**src/rtl/des_key_pkg.sv**
```systemverilog
// Shared DES key-schedule definitions: round count, forward/reverse rotation
// schedules, the PC-2 selection table, the schedule FSM states and small
// rotation helpers.
// Bit numbering matches DES: bit 1 of a 28-bit half sits at index [28] (MSB).
package des_key_pkg;

    localparam int ROUNDS = 16;

    // Reverse (decrypt) per-round right-rotation amounts, rounds 1..16
    localparam int SHIFT_R [1:16] = '{0, 1, 2, 2, 2, 2, 2, 2, 1, 2, 2, 2, 2, 2, 2, 1};

    // Forward (encrypt) per-round left-rotation amounts, rounds 1..16
    localparam int SHIFT_L [1:16] = '{1, 1, 2, 2, 2, 2, 2, 2, 1, 2, 2, 2, 2, 2, 2, 1};

    // PC-2: output bit j (DES numbering) takes input bit PC2[j] of the 56-bit {C,D}
    localparam int PC2 [1:48] = '{
        14, 17, 11, 24,  1,  5,
         3, 28, 15,  6, 21, 10,
        23, 19, 12,  4, 26,  8,
        16,  7, 27, 20, 13,  2,
        41, 52, 31, 37, 47, 55,
        30, 40, 51, 45, 33, 48,
        44, 49, 39, 56, 34, 53,
        46, 42, 50, 36, 29, 32
    };

    typedef enum logic {
        IDLE = 1'b0,
        RUN  = 1'b1
    } ks_state_e;

    // Right-rotation amount applied when moving into the given decrypt round
    function automatic logic [1:0] shift_r_at(input logic [4:0] round);
        shift_r_at = 2'd0;
        for (int i = 1; i <= ROUNDS; i++) begin
            if (5'(i) == round) begin
                shift_r_at = 2'(SHIFT_R[i]);
            end
        end
    endfunction

    // Right-rotate a 28-bit half by 0, 1 or 2 positions
    function automatic logic [28:1] rotr(input logic [28:1] x, input logic [1:0] n);
        case (n)
            2'd1:    rotr = {x[1], x[28:2]};
            2'd2:    rotr = {x[2:1], x[28:3]};
            default: rotr = x;
        endcase
    endfunction

endpackage

```
**src/rtl/des_pc2.sv**
```systemverilog
// Combinational DES PC-2: selects 48 of the 56 {C,D} bits to form a round subkey.
// Only compiled when RIGHT_SHIFT_PC2_EN is defined; without it the key-schedule
// has no on-chip PC-2 and this module would be an orphan.
`ifdef RIGHT_SHIFT_PC2_EN
module des_pc2
    import des_key_pkg::*;
(
    input  logic [56:1] cd,
    output logic [48:1] subkey
);

    // Pure wiring: DES bit k lives at index (57-k) of cd and (49-k) of subkey
    for (genvar j = 1; j <= 48; j++) begin : g_bit
        assign subkey[49-j] = cd[57-PC2[j]];
    end

endmodule
`endif

```
**src/rtl/right_shift_key_schedule.sv**
```systemverilog
// Decrypt-side DES key schedule: latches the PC-1 C/D halves on a start pulse
// and emits the 16 round-key halves in reverse order, one per clock.
// Optional: RIGHT_SHIFT_PC2_EN adds a registered PC-2 subkey output aligned
// with Right_Shift_Valid.
//
// state | meaning
// ------+------------------------------------------------------------
// IDLE  | waiting for Right_Shift_Start; outputs hold last C/D, flags 0
// RUN   | emitting rounds 1..16, Round holds the current index
module right_shift_key_schedule
    import des_key_pkg::*;
#(
    parameter int ROUNDS = des_key_pkg::ROUNDS
) (
    input  logic        clk,
    input  logic        rst_n,
    input  logic        Right_Shift_Start,
    input  logic [28:1] Right_Shift_Left_Input,
    input  logic [28:1] Right_Shift_Right_Input,
    output logic [28:1] Right_Shift_Left_Output,
    output logic [28:1] Right_Shift_Right_Output,
    output logic [4:0]  Right_Shift_Round,
    output logic        Right_Shift_Valid,
    output logic        Right_Shift_Busy,
    output logic        Right_Shift_Finish_Flag
`ifdef RIGHT_SHIFT_PC2_EN
    ,
    output logic [48:1] Right_Shift_Subkey
`endif
);

    ks_state_e   state_q, state_d;
    logic [4:0]  round_q, round_d;
    logic [28:1] c_q, c_d;
    logic [28:1] d_q, d_d;
    logic        last_round;

    assign last_round = (round_q == 5'(ROUNDS));

    // State register
    always_ff @(posedge clk or negedge rst_n) begin
        if (!rst_n) begin
            state_q <= IDLE;
        end else begin
            state_q <= state_d;
        end
    end

    // Next-state logic; start is only honoured in IDLE
    always_comb begin
        state_d = state_q;
        case (state_q)
            IDLE:    if (Right_Shift_Start) state_d = RUN;
            RUN:     if (last_round)        state_d = IDLE;
            default: state_d = IDLE;
        endcase
    end

    // Datapath next values: load unrotated on start, then rotate into each round
    always_comb begin
        c_d     = c_q;
        d_d     = d_q;
        round_d = round_q;
        case (state_q)
            IDLE: begin
                if (Right_Shift_Start) begin
                    c_d     = Right_Shift_Left_Input;
                    d_d     = Right_Shift_Right_Input;
                    round_d = 5'd1;
                end
            end
            RUN: begin
                if (last_round) begin
                    round_d = 5'd0;
                end else begin
                    round_d = round_q + 5'd1;
                    c_d     = rotr(c_q, shift_r_at(round_q + 5'd1));
                    d_d     = rotr(d_q, shift_r_at(round_q + 5'd1));
                end
            end
            default: round_d = 5'd0;
        endcase
    end

    // Datapath registers; C/D keep their last value after the final round
    always_ff @(posedge clk or negedge rst_n) begin
        if (!rst_n) begin
            c_q     <= '0;
            d_q     <= '0;
            round_q <= '0;
        end else begin
            c_q     <= c_d;
            d_q     <= d_d;
            round_q <= round_d;
        end
    end

    // Outputs decoded from registered state so they clear with reset at once
    always_comb begin
        Right_Shift_Left_Output  = c_q;
        Right_Shift_Right_Output = d_q;
        Right_Shift_Round        = round_q;
        Right_Shift_Valid        = (state_q == RUN);
        Right_Shift_Busy         = (state_q == RUN);
        Right_Shift_Finish_Flag  = (state_q == RUN) && last_round;
    end

`ifdef RIGHT_SHIFT_PC2_EN
    logic [48:1] subkey_d;
    logic [48:1] subkey_q;

    des_pc2 u_pc2 (
        .cd     ({c_d, d_d}),
        .subkey (subkey_d)
    );

    // Subkey is taken from the next C/D so it lands in the same cycle as them
    always_ff @(posedge clk or negedge rst_n) begin
        if (!rst_n) begin
            subkey_q <= '0;
        end else begin
            subkey_q <= subkey_d;
        end
    end

    assign Right_Shift_Subkey = subkey_q;
`endif

endmodule
```
**config.mk**
```make
export PLATFORM = sky130hd
export DESIGN_NAME = right_shift_key_schedule
export DESIGN_NICKNAME = d
export VERILOG_FILES = /design/src/rtl/des_key_pkg.sv /design/src/rtl/des_pc2.sv /design/src/rtl/right_shift_key_schedule.sv
export SDC_FILE = /design/constraint.sdc
export NUM_CORES = 1
export LEC_CHECK = 0
export BUFFER_PORTS_ARGS = -buffer_cell sky130_fd_sc_hd__buf_2
export CAP_MARGIN = 20
export CORE_ASPECT_RATIO = 1.75
export CORE_UTILIZATION = 40
export CTS_CLUSTER_DIAMETER = 100
export DETAILED_ROUTE_END_ITERATION = 8
export SLEW_MARGIN = 30
export SYNTH_ARGS = -nofsm -noshare
export SYNTH_HDL_FRONTEND = slang
export SYNTH_HIERARCHICAL = 1
export SYNTH_SLANG_ARGS = --single-unit
```
**constraint.sdc**
```tcl
create_clock -name clk -period 3.5 [get_ports clk]
set_input_delay 0.525 -clock clk [delete_from_list [all_inputs] [get_ports clk]]
set_output_delay 0.525 -clock clk [all_outputs]
set_load 0.005 [all_outputs]
```
==> summary.md <==
| Metric | Value |
|---|---|
| XOR/XNOR Fraction of Synth Area | `less than 1%` |
| Max cap viols | `0` |
| Crit path time final | `slightly below 3 ns` |
| Post-CTS resize count | `0` |
| Vias in the first global route | `~3800` |
| Count of final setup violators | `0` |
| Layout cells sized above 1 | `roughly 28%` |
| Cts hold-fix bufs | `0` |
| Max Transition Viols Final | `0` |
| Count leader, synth | `dfrtp_1` |
| Sink Count | `a little over 60` |
| CTS tree | `done` |
| Setup CP Type | `reg -> reg` |
| Yosys cell types | `34` |
| Clk_skew | `about 0.005 ns` |
| Nets | `605` |
| Dominant synthesized flop cell | `dfrtp_1` |
| Max Freq | `about 350 MHz` |
| Top cell type's share of synthesized area | `38.4%` |
| RD Place Congestion | `roughly 0.8` |
| Min-Delay Path Class | `in -> async` |
| Number of fill cells | `about 1000` |
| CP peak stage delay | `roughly 0.69 ns` |
| I/O pins | `~120` |
| Initial DRT Pass Iterations | `4` |
| Combinational family with the most area after synthesis | `compound AO/OA/AOI/OAI gates` |
| EDFF count, synth | `0` |
| 1st-iter DRT viols | `~220` |
| Antenna violations before repair | `0` |
| Chip height | `between 100 and 150 um` |
| Post-synthesis simple-gate area fraction | `around 8.6%` |
| DR vias/cell | `5.73` |
| Period utilisation layout | `around 83%` |
| Syn Inst Count | `around 440` |
| H-tree depth | `3` |
| Status | `finished clean` |
| Pin count of the biggest net entering global routing | `between 100 and 150` |
| CTS max path bufs | `2` |
| Clk Tree Root Cell | `clkbuf_16` |
| Syn avg cell area | `9.14 sq um` |
| Max FO, Critical Path | `53` |
| Ys async rst share | `between 90% and 100%` |
| Routed Antenna Nets | `0` |
| Initial Utilization | `between 40 and 50%` |
| Area growth from synthesis to layout | `22.0%` |
| First-pass GRT wire length | `18300 um` |
| YS warnings | `6` |
| Die Wd | `around 78 um` |
| Net Count, Synth | `about 510` |
| Avg WL per Cell | `between 15 and 20 um` |
| Synth Area in Compound Gates | `roughly a quarter` |
| DR vias | `~3800` |
| Crit-path cells | `ha_1 > nor2b_1 > o41ai_1 > a21oi_2 > o21ai_4 > buf_12 > mux2i_1` |
| Post-synth top cells | `dfrtp_1, inv_1, nor2_1` |
| DR DRC count | `0` |
| HPWL after DPL | `7500 um` |
| Slew @ Worst Pin | `between 0.7 and 0.8 ns` |
| Adder-cell share of the synthesized area | `1.86%` |
| Register area share after synthesis | `roughly two fifths` |
| Ant diodes | `0` |
| TritonCTS Buffers | `9` |
| Cell area after synthesis | `about 4000 sq um` |
| Slew Limit Headroom | `48.5%` |
| Clock Latency Late Sink | `between 0.3 and 0.4 ns` |
| Port Buffers | `approximately 120` |
| Setup Buffers After CTS | `0` |
| DIE AREA | `between 10000 and 15000 sq um` |
| # rows | `48` |
| Synth top area cells | `dfrtp_1, mux2i_1, o221ai_1, a31oi_1, inv_1` |
| Total global-route track usage | `~22%` |
| RSZ-0062 raised after global routing | `false` |
| Critical path endpoint category | `flip-flop` |
| Gr ovfl total | `0` |
| Required time of the worst setup path | `3.75 ns` |
| Routed wire length | `approximately 11000 um` |
| WP data arrival | `~3.1 ns` |
| Post-synth top area cell | `dfrtp_1` |
| Endpoints failing hold | `0` |
| Crit-path slowest cell | `o41ai_1` |
| Flops & latches, synth | `62` |
| Clock-pin transition on the worst setup and hold timing paths | `around 0.050 ns` |
| Fin Setup TNS | `0 ns` |
| Mux cell area share after synthesis | `around 14%` |
| Core Box Area | `9850 sq um` |
| Startpoint types | `flip-flop` |
final timing paths:
kind | from | endpoint | slack, ns | cells after the start
max | Right_Shift_Round[0] | Right_Shift_Right_Output[15] | 0.61 | 7
min | rst_n | Right_Shift_Round[3] | 0.21 | 1
max reg2reg | Right_Shift_Round[0] | Right_Shift_Right_Output[15] | 0.61 | 7
min reg2reg | Right_Shift_Right_Output[3] | Right_Shift_Right_Output[3] | 0.59 | 2
max in group asynchronous | rst_n | Right_Shift_Right_Output[18] | 2.50 | 2
min in group clk | Right_Shift_Start | Right_Shift_Round[4] | 0.46 | 2
layout make-up:
cell class	count	area (sq um)	area share, %
clock buffers	13	270	5.48
clock inverters	3	17.5	0.355
inverters	59	221	4.49
multi-input cells	279	2020	40.9
flip-flops and latches	62	1560	31.5
well taps	125	156	3.17
repair buffers	129	692	14.0
logic make-up after synthesis:
logic type / Yosys count
multiplexers: 57
adder cells (fa/ha/maj): 6
buffers and inverters: 101
AND/OR/NAND/NOR: 83
AO/OA/AOI/OAI: 129
flip-flops: 62
XOR/XNOR: 4
flip-flops by register name, summed over array words and instances, names as in the netlist:
register,count
Right_Shift_Right_Output,28
Right_Shift_Left_Output,28
Right_Shift_Busy,1
Right_Shift_Round,5
layer usage:
layer  wire length (um)  vias to the layer above  GRT usage, %
li1                   -                     1824             -
met1               4420                     1906          25.5
met2               6220                       95          39.2
met3                478                       17          4.59
met4                270                        0          8.64
met5                  0                        -             0
layout by cell type (no fill, tap or decap), types with 2 or more instances in the layout:
cell	Yosys	final
clkbuf_8	0	3
buf_12	0	2
nor2_1	59	59
inv_1	59	59
buf_4	5	4
a31oi_1	57	57
mux2i_1	57	57
o221ai_1	56	56
nor3_1	2	2
clkbuf_16	0	9
xor2_1	3	3
nor2b_1	3	3
o21ai_0	4	4
nand3_1	5	4
ha_1	6	6
dfrtp_1	62	61
nand2_1	9	9
buf_2	9	122
clkinv_2	0	2
nor4_1	2	2
critical path, delay by kind of cell, from the launching register on:
family                     cells  cell delay [ns]
muxes                          1             0.25
AOI/OAI and AO/OA              3             1.13
buffers and inverters          1             0.36
adders and majority gates      1             0.35
DFF                            1             0.46
and+or+nand+nor                1             0.18
stage by stage:
stage / area (sq um) / setup slack, ns / instances / util (%) / hold slack (ns)
2_1_floorplan: 4040 / 1.12 / 442 / - / 0.229
3_3_place_gp: 4640 / 0.747 / 654 / 47.1 / 0.573
3_5_place_dp: 4640 / 0.658 / 654 / 47.2 / 0.581
4_1_cts: 4930 / 0.624 / 670 / 50.1 / 0.231
5_1_grt: 4930 / 0.344 / 670 / 50.1 / 0.261
6_report: 4930 / 0.612 / 670 / 50.1 / 0.215
Power is not shown: default switching activity piles up to over one toggle a cycle in this logic, so the estimate is an artifact.
